[src/rtl/wide_add_pkg.sv]
// Shared types and constants for the multi-precision add sequencer.
package wide_add_pkg;

    localparam int unsigned BYTE_W      = 8;
    localparam int unsigned DEF_ADD_LAT = 2;

    typedef enum logic [1:0] {
        IDLE,
        ISSUE,
        WAIT,
        DONE
    } seq_state_e;

endpackage

[src/rtl/seq_wait_counter.sv]
// Loadable down-counter that flags the cycle in which the adder result is due.
module seq_wait_counter
    import wide_add_pkg::*;
#(
    parameter int unsigned ADD_LAT = DEF_ADD_LAT
) (
    input  logic clk,
    input  logic reset,
    input  logic load_i,
    input  logic en_i,
    output logic done_o
);

    localparam int unsigned CNT_W = $clog2(ADD_LAT + 1);

    logic [CNT_W-1:0] cnt_q;

    // Load with the adder latency on issue, count down while waiting, stop at zero.
    always_ff @(posedge clk) begin
        if (reset) begin
            cnt_q <= '0;
        end else if (load_i) begin
            cnt_q <= CNT_W'(ADD_LAT);
        end else if (en_i && (cnt_q != '0)) begin
            cnt_q <= cnt_q - 1'b1;
        end
    end

    // Count of one marks the cycle the adder output belongs to the last issued slice.
    assign done_o = (cnt_q == CNT_W'(1));

endmodule

[src/rtl/wide_add_sequencer.sv]
// Multi-precision add controller: feeds a wide request through a shared pipelined
// 8-bit adder one byte slice at a time, LSB first, rippling carry between slices.
module wide_add_sequencer
    import wide_add_pkg::*;
#(
    parameter int unsigned WORDS   = 4,
    parameter int unsigned ADD_LAT = DEF_ADD_LAT
) (
    input  logic                      clk,
    input  logic                      reset,
    input  logic                      in_valid,
    output logic                      in_ready,
    input  logic [WORDS*BYTE_W-1:0]   in_a,
    input  logic [WORDS*BYTE_W-1:0]   in_b,
    input  logic                      in_cin,
    output logic                      out_valid,
    input  logic                      out_ready,
    output logic [WORDS*BYTE_W-1:0]   out_sum,
    output logic                      out_cout,
    output logic [BYTE_W-1:0]         add_a,
    output logic [BYTE_W-1:0]         add_b,
    output logic                      add_cin,
    output logic                      add_issue,
    input  logic [BYTE_W-1:0]         add_sum,
    input  logic                      add_cout
);

    localparam int unsigned IDX_W = (WORDS > 1) ? $clog2(WORDS) : 1;
    localparam logic [IDX_W-1:0] LAST_IDX = IDX_W'(WORDS - 1);

    seq_state_e                   state_q;
    logic [IDX_W-1:0]             idx_q;
    logic [WORDS-1:0]             byte_en_q;
    logic [WORDS-1:0][BYTE_W-1:0] a_q;
    logic [WORDS-1:0][BYTE_W-1:0] b_q;
    logic [WORDS-1:0][BYTE_W-1:0] sum_q;
    logic                         carry_q;

    logic                         in_ready_q;
    logic                         out_valid_q;
    logic                         out_cout_q;
    logic                         add_issue_q;
    logic                         add_cin_q;
    logic [BYTE_W-1:0]            add_a_q;
    logic [BYTE_W-1:0]            add_b_q;

    logic [IDX_W-1:0]             idx_nxt;
    logic [BYTE_W-1:0]            a_nxt;
    logic [BYTE_W-1:0]            b_nxt;
    logic                         cnt_load;
    logic                         cnt_en;
    logic                         wait_done;

    // Byte mux for the next slice; adder inputs are registered so they line up with ISSUE.
    always_comb begin
        idx_nxt  = idx_q + 1'b1;
        a_nxt    = a_q[idx_nxt];
        b_nxt    = b_q[idx_nxt];
        cnt_load = (state_q == ISSUE);
        cnt_en   = (state_q == WAIT);
    end

    seq_wait_counter #(
        .ADD_LAT (ADD_LAT)
    ) u_wait_cnt (
        .clk    (clk),
        .reset  (reset),
        .load_i (cnt_load),
        .en_i   (cnt_en),
        .done_o (wait_done)
    );

    // Sequencer FSM with all handshake and adder-facing outputs registered.
    always_ff @(posedge clk) begin
        if (reset) begin
            state_q     <= IDLE;
            idx_q       <= '0;
            byte_en_q   <= '0;
            a_q         <= '0;
            b_q         <= '0;
            sum_q       <= '0;
            carry_q     <= 1'b0;
            in_ready_q  <= 1'b1;
            out_valid_q <= 1'b0;
            out_cout_q  <= 1'b0;
            add_issue_q <= 1'b0;
            add_cin_q   <= 1'b0;
            add_a_q     <= '0;
            add_b_q     <= '0;
        end else begin
            unique case (state_q)
                IDLE: begin
                    if (in_valid) begin
                        a_q         <= in_a;
                        b_q         <= in_b;
                        carry_q     <= in_cin;
                        idx_q       <= '0;
                        byte_en_q   <= WORDS'(1);
                        in_ready_q  <= 1'b0;
                        // Slice 0 goes straight out so ISSUE sees it this coming cycle.
                        add_issue_q <= 1'b1;
                        add_a_q     <= in_a[BYTE_W-1:0];
                        add_b_q     <= in_b[BYTE_W-1:0];
                        add_cin_q   <= in_cin;
                        state_q     <= ISSUE;
                    end
                end
                ISSUE: begin
                    add_issue_q <= 1'b0;
                    add_a_q     <= '0;
                    add_b_q     <= '0;
                    add_cin_q   <= 1'b0;
                    state_q     <= WAIT;
                end
                WAIT: begin
                    if (wait_done) begin
                        for (int i = 0; i < WORDS; i++) begin
                            if (byte_en_q[i]) begin
                                sum_q[i] <= add_sum;
                            end
                        end
                        carry_q   <= add_cout;
                        byte_en_q <= byte_en_q << 1;
                        if (idx_q == LAST_IDX) begin
                            out_valid_q <= 1'b1;
                            out_cout_q  <= add_cout;
                            state_q     <= DONE;
                        end else begin
                            idx_q       <= idx_nxt;
                            add_issue_q <= 1'b1;
                            add_a_q     <= a_nxt;
                            add_b_q     <= b_nxt;
                            add_cin_q   <= add_cout;
                            state_q     <= ISSUE;
                        end
                    end
                end
                DONE: begin
                    if (out_ready) begin
                        out_valid_q <= 1'b0;
                        out_cout_q  <= 1'b0;
                        in_ready_q  <= 1'b1;
                        state_q     <= IDLE;
                    end
                end
                default: begin
                    state_q <= IDLE;
                end
            endcase
        end
    end

    assign in_ready  = in_ready_q;
    assign out_valid = out_valid_q;
    assign out_sum   = sum_q;
    assign out_cout  = out_cout_q;
    assign add_a     = add_a_q;
    assign add_b     = add_b_q;
    assign add_cin   = add_cin_q;
    assign add_issue = add_issue_q;

endmodule

[config.mk]
export PLATFORM = sky130hd
export DESIGN_NAME = wide_add_sequencer
export DESIGN_NICKNAME = d
export VERILOG_FILES = /design/src/rtl/wide_add_pkg.sv /design/src/rtl/seq_wait_counter.sv /design/src/rtl/wide_add_sequencer.sv
export SDC_FILE = /design/constraint.sdc
export NUM_CORES = 1
export LEC_CHECK = 0
export ABC_AREA = 0
export CORE_AREA = 4 4 86 129
export CTS_BUF_LIST = sky130_fd_sc_hd__clkbuf_2
export DETAILED_ROUTE_END_ITERATION = 7
export DIE_AREA = 0 0 90 133
export GPL_TIMING_DRIVEN = 1
export PLACE_DENSITY = 0.94
export SLEW_MARGIN = 20
export SYNTH_ARGS = -nofsm -noshare
export SYNTH_HDL_FRONTEND = slang
export SYNTH_HIERARCHICAL = 1
export SYNTH_SLANG_ARGS = --single-unit
[constraint.sdc]
create_clock -name clk -period 4.65 [get_ports clk]
set_clock_uncertainty 0.1 [all_clocks]
set_input_delay 0.465 -clock clk [delete_from_list [all_inputs] [get_ports clk]]
set_output_delay 0.465 -clock clk [all_outputs]
set_load 0.02 [all_outputs]
==> results.md <==
- Outcome: finished clean
- Worst hold path type: in -> reg
- Initial core utilization: 54.09%
- Routed WL: 14.75 mm
- Nets: 829
- Reg2reg start: state_q[1]$_SDFFE_PP0P_
- Final ANT Viol Nets: 0
- Post-DP HPWL: 10.32 mm
- Mapped Cells: 635
- Hold_ws: 179.0 ps
- R2r worst-path depth: 6
- Minimum clock period: 2970 ps
- Share of layout cells above drive strength 1: 7.285%
- Post-Syn Nets: 722
- Chip height: 133 um
- Most common cell after layout, fill and taps aside: nand2_1
- Synthesis-stage register bit count: 127
- Max_cap viols: 0
- Yosys cell types: 35
- Crit path max fanout: 20
- Tcrit/Tclk final: 63.88%
- CTS sink count: 127
- Crit path DAT: 3490 ps
- Power per Cell Area: 486.4 nW/um2
- Core ar.: 9966 um2
- CP Launch Point: state_q[1]$_SDFFE_PP0P_
- H-tree levels: 4
- Slew HR: 34.71%
- Synthesis Warnings: 6
- Asr flop ratio synth: 0%
- Most frequent cells in the layout: 132 x nand2_1, 129 x clkdlybuf4s50_1, 127 x dfxtp_1, 73 x nor2_1, 73 x a21oi_1
- Register area share after synthesis: 47.17%
- Slew of the pin with the lowest slew margin: 979.3 ps
- Final setup violation count: 0
- Fin. max-slew vios: 0
- Fmax: 336.7 MHz
- Vias in the first global route: 4977
- Worst R2R End: add_a[3]$_SDFFE_PP0P_
- Tot GR Track Use: 24.31%
- Post-CTS Hold Buffers: 0
- Final Hold Viols: 0
- First-pass DRT Iterations: 6
- VDD IR max: 0.2891 mV
- RSZ-0062 raised after global routing: no
- Fillers: 741
- Clock tree buffer depth: 2
- Placer Congestion: 0.8243
- Row count: 45
- Multi-input gate area: 2565 um2
- Most used DFF post-synth: dfxtp_1
- Initial antenna violation count: 1
- First-pass GRT wire length: 23.38 mm
- Crit end category: register
- Reg-to-reg slack, setup: 1680 ps
- DRT iter0 DRCs: 442
- Via count: 4894
- Pleak: 0.002721 uW
- Global route overflow: 0
- Port Buffers: 130
- Worst setup endpoint: add_a[3]$_SDFFE_PP0P_
- Post-Syn Area: 5390 um2
- Post CTS Setup Buffer Count: 0
- DRC viols: 0
- Total Power: 3332 uW
- Avg WL per Cell: 16.90 um
- Setup TNS: 0 ps
- Area grow syn2layout: 27.09%
- CTS buffer count: 17
- Critical path class: reg -> reg
- Worst EP required: 5170 ps
- Flip-flop and latch area: 2542 um2
- Mean Syn Cell Area: 8.488 um2
- PostCTS Resize Cnt: 0
- Vias per cell: 5.606
- Clock transition at the registers of the reported paths: 190 ps
- Startpoint types: register
- Clock Latency Late Sink: 710 ps
- Chip width: 90 um
- CTS root buffer: clkbuf_2
- Post-layout util: 68.74%
- CTS tree: yes
- Largest net degree at the start of global routing: 89
- I/O pins: 131
- Die ar.: 11970 um2
- Post-synth EDFFs: 0
-- per-stage QoR --
step	cell area (um2)	setup WS (ps)	cells
finish	6850	1680	873
global route	6850	1483	873
CTS	6842	1767	872
detailed placement	6633	1798	840
global placement	6633	1991	840
floorplan	5390	2664	635
-- cell type report --
class                           instances  share of cell area, %
Antenna cell                            1                0.03653
Clock buffer                           18                  1.315
Clock inverter                         14                  1.735
Inverter                               21                  1.151
Multi-Input combinational cell        444                  37.44
Sequential cell                       127                  37.11
Tap cell                              117                  2.137
Timing Repair Buffer                  131                  19.07
-- power by group --
group	total (uW)	internal, uW	switching, uW
clock network	615	193	422
registers	1400	1280	124
logic	1310	525	788
total	3330	2000	1330
-- worst min path at each step --
stage,slack [ps],depth (start not counted),from,to
2_1_floorplan,330,2,byte_en_q[3]$_SDFFE_PP0P_,byte_en_q[3]$_SDFFE_PP0P_
3_3_place_gp,340,2,b_q[2]$_SDFFE_PP0P_,b_q[2]$_SDFFE_PP0P_
3_5_place_dp,350,2,b_q[2]$_SDFFE_PP0P_,b_q[2]$_SDFFE_PP0P_
4_1_cts,140,3,in_b[9],b_q[9]$_SDFFE_PP0P_
5_1_grt,130,3,in_b[21],b_q[21]$_SDFFE_PP0P_
6_report,180,3,in_b[9],b_q[9]$_SDFFE_PP0P_
-- per-layer routing --
layer | up-vias | part of all wire, % | track usage [%]
met4 | 0 | 3.6 | 11.84
met3 | 47 | 8.0 | 9.329
met5 | - | 0 | 0
met1 | 2300 | 35 | 23.21
met2 | 214 | 54 | 45.03
li1 | 2333 | - | -
-- critical path, stage by stage (launching register included) --
cell	delay (ps)
dfxtp_1	500
inv_1	120
ha_1	770
nand3_1	720
o22ai_1	390
nor3_2	70
nor3_1	220
-- cells in the mapped netlist, types with 3 or more instances --
| library cell | count | area (um2) |
|---|---|---|
| a21oi_1 | 73 | 365.4 |
| buf_6 | 3 | 33.78 |
| nand2_1 | 133 | 499.2 |
| nor2_1 | 73 | 274.0 |
| o22ai_1 | 16 | 100.1 |
| mux2i_1 | 65 | 650.6 |
| nand2b_1 | 3 | 18.77 |
| inv_1 | 21 | 78.83 |
| nand3_2 | 3 | 30.03 |
| ha_1 | 9 | 112.6 |
| dfxtp_1 | 127 | 2542 |
| nor3_1 | 25 | 125.1 |
| a211oi_1 | 5 | 37.54 |
| buf_2 | 7 | 35.03 |
| buf_1 | 8 | 30.03 |
| nor3_2 | 10 | 100.1 |
| nand3_1 | 7 | 35.03 |
| clkbuf_1 | 22 | 82.58 |
| nor2b_1 | 5 | 31.28 |
-- cells by family (layout without fill, tap and decap cells) --
group / count (synthesis) / count (layout) / synth area share [%]
AO/OA/AOI/OAI: 99 / 99 / 10.33
AND/OR/NAND/NOR: 270 / 270 / 22.70
XOR/XNOR: 1 / 1 / 0.1625
other: 0 / 1 / 0
flip-flops: 127 / 127 / 47.17
multiplexers: 65 / 65 / 12.07
adder cells (fa/ha/maj): 9 / 9 / 2.089
buffers and inverters: 64 / 184 / 5.478
-- state kept, by name (all words and copies together) (netlist names), 2 cells and up --
name and flops:
a_q 32, add_a 8, add_b 8, b_q 32, byte_en_q 4, idx_q 2, out_sum 32, state_q 2
u_wait_cnt/cnt_q 2
No activity file was read; power rests on OpenSTA's default activity.
==> RTL edit 1: new RTL, config.mk and constraints unchanged <==
`DEF_ADD_LAT`: 2 -> 4.
--- a/src/rtl/wide_add_pkg.sv
+++ b/src/rtl/wide_add_pkg.sv
@@ -4,3 +4,3 @@
     localparam int unsigned BYTE_W      = 8;
-    localparam int unsigned DEF_ADD_LAT = 2;
+    localparam int unsigned DEF_ADD_LAT = 4;
 
Function: changed (a bounded check fails within 10 cycles, from zero or initial values and one cycle with reset high).
==> RTL edit 1 against the unedited design <==
Sequential cell count increased by 1; maximum frequency increased by 2.2%; worst hold slack improved by 0.050 ns; wire length decreased by 3.5%; synthesized cell count increased by 1.3%; setup slack improved by 0.065 ns; cell area increased by 0.57%; synthesized area increased by 1.5%; critical path depth unchanged; total power decreased by 2.1%; largest power group unchanged.
==> RTL edit 1: results (changes against the unedited design) <==
Placement
  – Routability cong.: 0.839 (+1.7%)
  – IO buf count: 130 (unchanged)
  – Dpl hpwl: 10,100 microns (-2.3%)
  – DP Cell Count: 848 (+0.95%)

Route
  – DRT iter0 DRCs: 267 (-40%)
  – Via density per instance: 5.61 (about the same)
  – Via Count: 4,922 (+0.57%)
  – Number of iterations in the first detailed-routing pass: 6 (unchanged)
  – Routed WL: 14,200 microns (-3.5%)

Finish
  – Fin nets: 838 (+1.1%)
  – Share of post-route cells with drive strength above 1: 6.96% (-0.32 points)
  – Ant. Diodes: 0 (-1)
  – # fillers: 745 (+0.54%)

Clock network
  – CTS Buf Count: 17 (unchanged)
  – Clk buf depth: 2 (unchanged)
  – Clk slew on worst S/H paths: ~0.18 ns
  – Post-CTS setup buffer count: 0 (unchanged)
  – Resize count post-CTS: 0 (unchanged)
  – Clk Latency, worst-skew pair: 0.67 ns (-0.04 ns)
  – Clock H-tree levels: 4 (unchanged)
  – Clock Tree Root: clkbuf_2

Pwr
  – Leakage: 0.00275 uW (+1.0%)
  – Peak supply drop: 0.000287 V (-0.74%)

Run status
  – Status: finished, final reports clean

Worst setup path
  – Largest fanout on the critical path: 20 (unchanged)
  – WP data arrival: 3.39 ns (-0.10 ns)

Logic synthesis
  – Mapped Cells: 643 (+1.3%)
  – Synth warnings: 6 (unchanged)
  – Main synth FF type: dfxtp_1
  – Post-synthesis net count: 731 (+1.2%)
  – Sequential area share after synthesis: 46.8% (-0.32 points)
  – Synth area leaders: dfxtp_1 47%, mux2i_1 12%, nand2_1 9.1%, a21oi_1 6.8%, nor2_1 5.1%
  – Most frequent cells after synthesis: 133 x nand2_1, 128 x dfxtp_1, 74 x a21oi_1, 74 x nor2_1, 65 x mux2i_1
  – FFs w/ async S/R, synth: 0% (unchanged)
  – Synth unique cells: 38 (+8.6%)

Global routing
  – All-layer global routing usage: 24.2% (-0.10 points)
  – Largest net degree at the start of global routing: 93 (+4.5%)
  – Initial antenna violation count: 0 (-1)
  – Vias in the first global route: 5,054 (+1.5%)
  – First-pass GRT wire length: 23,600 microns (+1.0%)

Hold path
  – Min-Delay Path Class: in -> reg

STA
  – Relative slew slack: 31.4% (-3.3 points)
[RTL edit 1: cell types whose count changed in the layout (fill, tap and decap cells not counted), moves of 2 or more]
cell,delta
clkinv_4,-2
clkinv_1,+3
clkinv_2,+2
clkinvlp_4,-4
inv_6,-2
[RTL edit 1: layout make-up]
class / count / area (sq um) / area share [%]
Inverter: 21 / 78.8 / 1.14
Clock buffer: 19 / 95.1 / 1.38
Sequential cell: 128 / 2560 / 37.2
Clock inverter: 11 / 75.1 / 1.09
Timing Repair Buffer: 131 / 1310 / 19.0
Tap cell: 117 / 146 / 2.12
Multi-Input combinational cell: 451 / 2630 / 38.1
[RTL edit 1: kinds of logic after synthesis]
kind of cell | synth area share (%)
flops | 46.8
simple gates | 22.7
mux | 11.9
fa+ha+maj | 2.29
compound gates | 10.9
buf+inv | 5.40
[RTL edit 1: routing by layer]
layer  global-route usage (%)  vias to the layer above  wire length [microns]
li1                         -                     2362                      -
met1                     25.5                     2297                   5090
met2                     43.5                      222                   7590
met3                     8.53                       41                   1180
met4                     10.1                        0                    380
met5                        0                        -                      0
[RTL edit 1: path summary, 6_finish.rpt]
kind,startpoint,to,slack [ns],depth (start not counted)
worst max-delay path,state_q[0]$_SDFFE_PP0P_,add_a[4]$_SDFFE_PP0P_,1.75,6
worst min-delay path,in_a[11],a_q[11]$_SDFFE_PP0P_,0.23,3
worst max register to register,state_q[0]$_SDFFE_PP0P_,add_a[4]$_SDFFE_PP0P_,1.75,6
worst min register to register,b_q[1]$_SDFFE_PP0P_,b_q[1]$_SDFFE_PP0P_,0.36,2
[RTL edit 1: worst max-delay path: stages, from the launching register on]
cell	delay [ns]
dfxtp_1	0.47
inv_1	0.11
ha_1	0.75
nand3_1	0.69
o22ai_1	0.47
nor3_4	0.05
nor3_2	0.16
[RTL edit 1: power breakdown]
part,internal [uW],total [uW],switching [uW]
Combinational,529,1300,776
Clock,178,544,366
Sequential,1290,1410,125
[RTL edit 1: through the flow]
step	utilization, %	cell area, sq um	setup WS (ns)
after floorplan	-	5470	2.66
after CTS	69.1	6880	1.83
final	69.1	6890	1.75
after detailed placement	67.4	6710	1.88
after global routing	69.1	6890	1.56
after global placement	67.4	6710	2.05
==> RTL edit 2: new RTL, same settings <==
Without the edit above. Reset style: asynchronous (`reset`), changed in 2 clocked blocks.
--- a/src/rtl/seq_wait_counter.sv
+++ b/src/rtl/seq_wait_counter.sv
@@ -18,3 +18,3 @@
     // Load with the adder latency on issue, count down while waiting, stop at zero.
-    always_ff @(posedge clk) begin
+    always_ff @(posedge clk or posedge reset) begin
         if (reset) begin
--- a/src/rtl/wide_add_sequencer.sv
+++ b/src/rtl/wide_add_sequencer.sv
@@ -73,3 +73,3 @@
     // Sequencer FSM with all handshake and adder-facing outputs registered.
-    always_ff @(posedge clk) begin
+    always_ff @(posedge clk or posedge reset) begin
         if (reset) begin
Function: differs if reset is asserted again (counterexample within 4 cycles, from zero or initial values and one cycle with reset high); with reset held inactive, the same outputs for 10 cycles.
==> RTL edit 2 against the unedited design <==
Setup slack better by 0.050 ns; total power rose by 41%; critical endpoint is now add_a[5]$_DFFE_PP0P_; critical path depth decreased by 1; count of clock-buffer cells in the layout is the same; wire length is 17% lower; largest cell class is now sequential cells; maximum frequency up 1.7%; synthesized area up 4.9%; core utilization up 4.1 points; sequential cell count unchanged; synthesized cell count shrank 42%; cell area grew 5.9%.
==> RTL edit 2: results (changes against the unedited design) <==
Global routing
  – M2 GR Usage: 39.5% (-5.5 points)
  – Vias in the first global route: 4,068 (-18%)
  – Largest net degree at the start of global routing: 61 (-31%)

Route
  – Routed WL: 12,300 microns (-17%)
  – DRT iter0 DRCs: 141 (-68%)
  – Via Count: 3,618 (-26%)
  – Metal2 WL: 6800 microns (-14%)

Placement
  – DP Cell Count: 598 (-29%)
  – Placed cell areas: 7020 sq um (+5.8%)
  – Routability cong.: 0.773 (-6.2%)

Worst setup path
  – WP data arrival: 3.37 ns (-0.12 ns)
  – R2r worst-path depth: 5 (-1)
  – Largest fanout on the critical path: 19 (-5.0%)
  – Critical-path top delay cell: dfrtp_1

Logic synthesis
  – Post-synthesis net count: 454 (-37%)
  – Mapped Cells: 367 (-42%)
  – Synth area leaders: dfrtp_1 56%, mux2_2 21%, mux4_1 3.7%, mux4_2 3.2%, a22o_1 2.5%
  – FFs w/ async S/R, synth: 100% (+100 points)
  – Synth unique cells: 34 (-2.9%)

Pwr
  – Top Consumer: combinational cells
  – PwrDens: 647 nW/um^2 (+33%)
  – Power Clock: 625 uW (+2%)
  – Cell Int Power: 3080 uW (+54%)

Finish
  – Share of post-route cells with drive strength above 1: 31.5% (+24 points)
  – Fin nets: 589 (-29%)

STA
  – Min Hold Slack: 0.308 ns (+0.129 ns)

Run status
  – Status: finished, final reports clean

Hold path
  – Hold Path Stages: 2 (-1)
  – Hold Path Sink: b_q[21]$_DFFE_PP0P_
[RTL edit 2: cell types whose count changed after synthesis, sizes merged, moves of 61 or more]
cell	before	now
a21oi	73	2
dfrtp	0	126
dfxtp	127	0
mux2	0	115
mux2i	65	4
nand2	133	7
nor2	73	4
[RTL edit 2: cell type report]
cell class | count | area, sq um | area share, %
Tap cell | 117 | 146 | 2.02
Antenna cell | 1 | 2.50 | 0.0345
Clock inverter | 14 | 125 | 1.72
Sequential cell | 127 | 3180 | 43.8
Timing Repair Buffer | 135 | 1350 | 18.5
Inverter | 11 | 43.8 | 0.604
Clock buffer | 18 | 90.1 | 1.24
Multi-Input combinational cell | 210 | 2320 | 32.0
[RTL edit 2: logic make-up after synthesis]
| group | count (synthesis) | synth area share, % |
|---|---|---|
| buf+inv | 30 | 2.77 |
| flops | 127 | 56.2 |
| mux | 135 | 31.0 |
| simple gates | 32 | 3.12 |
| compound gates | 34 | 4.87 |
| fa+ha+maj | 9 | 1.99 |
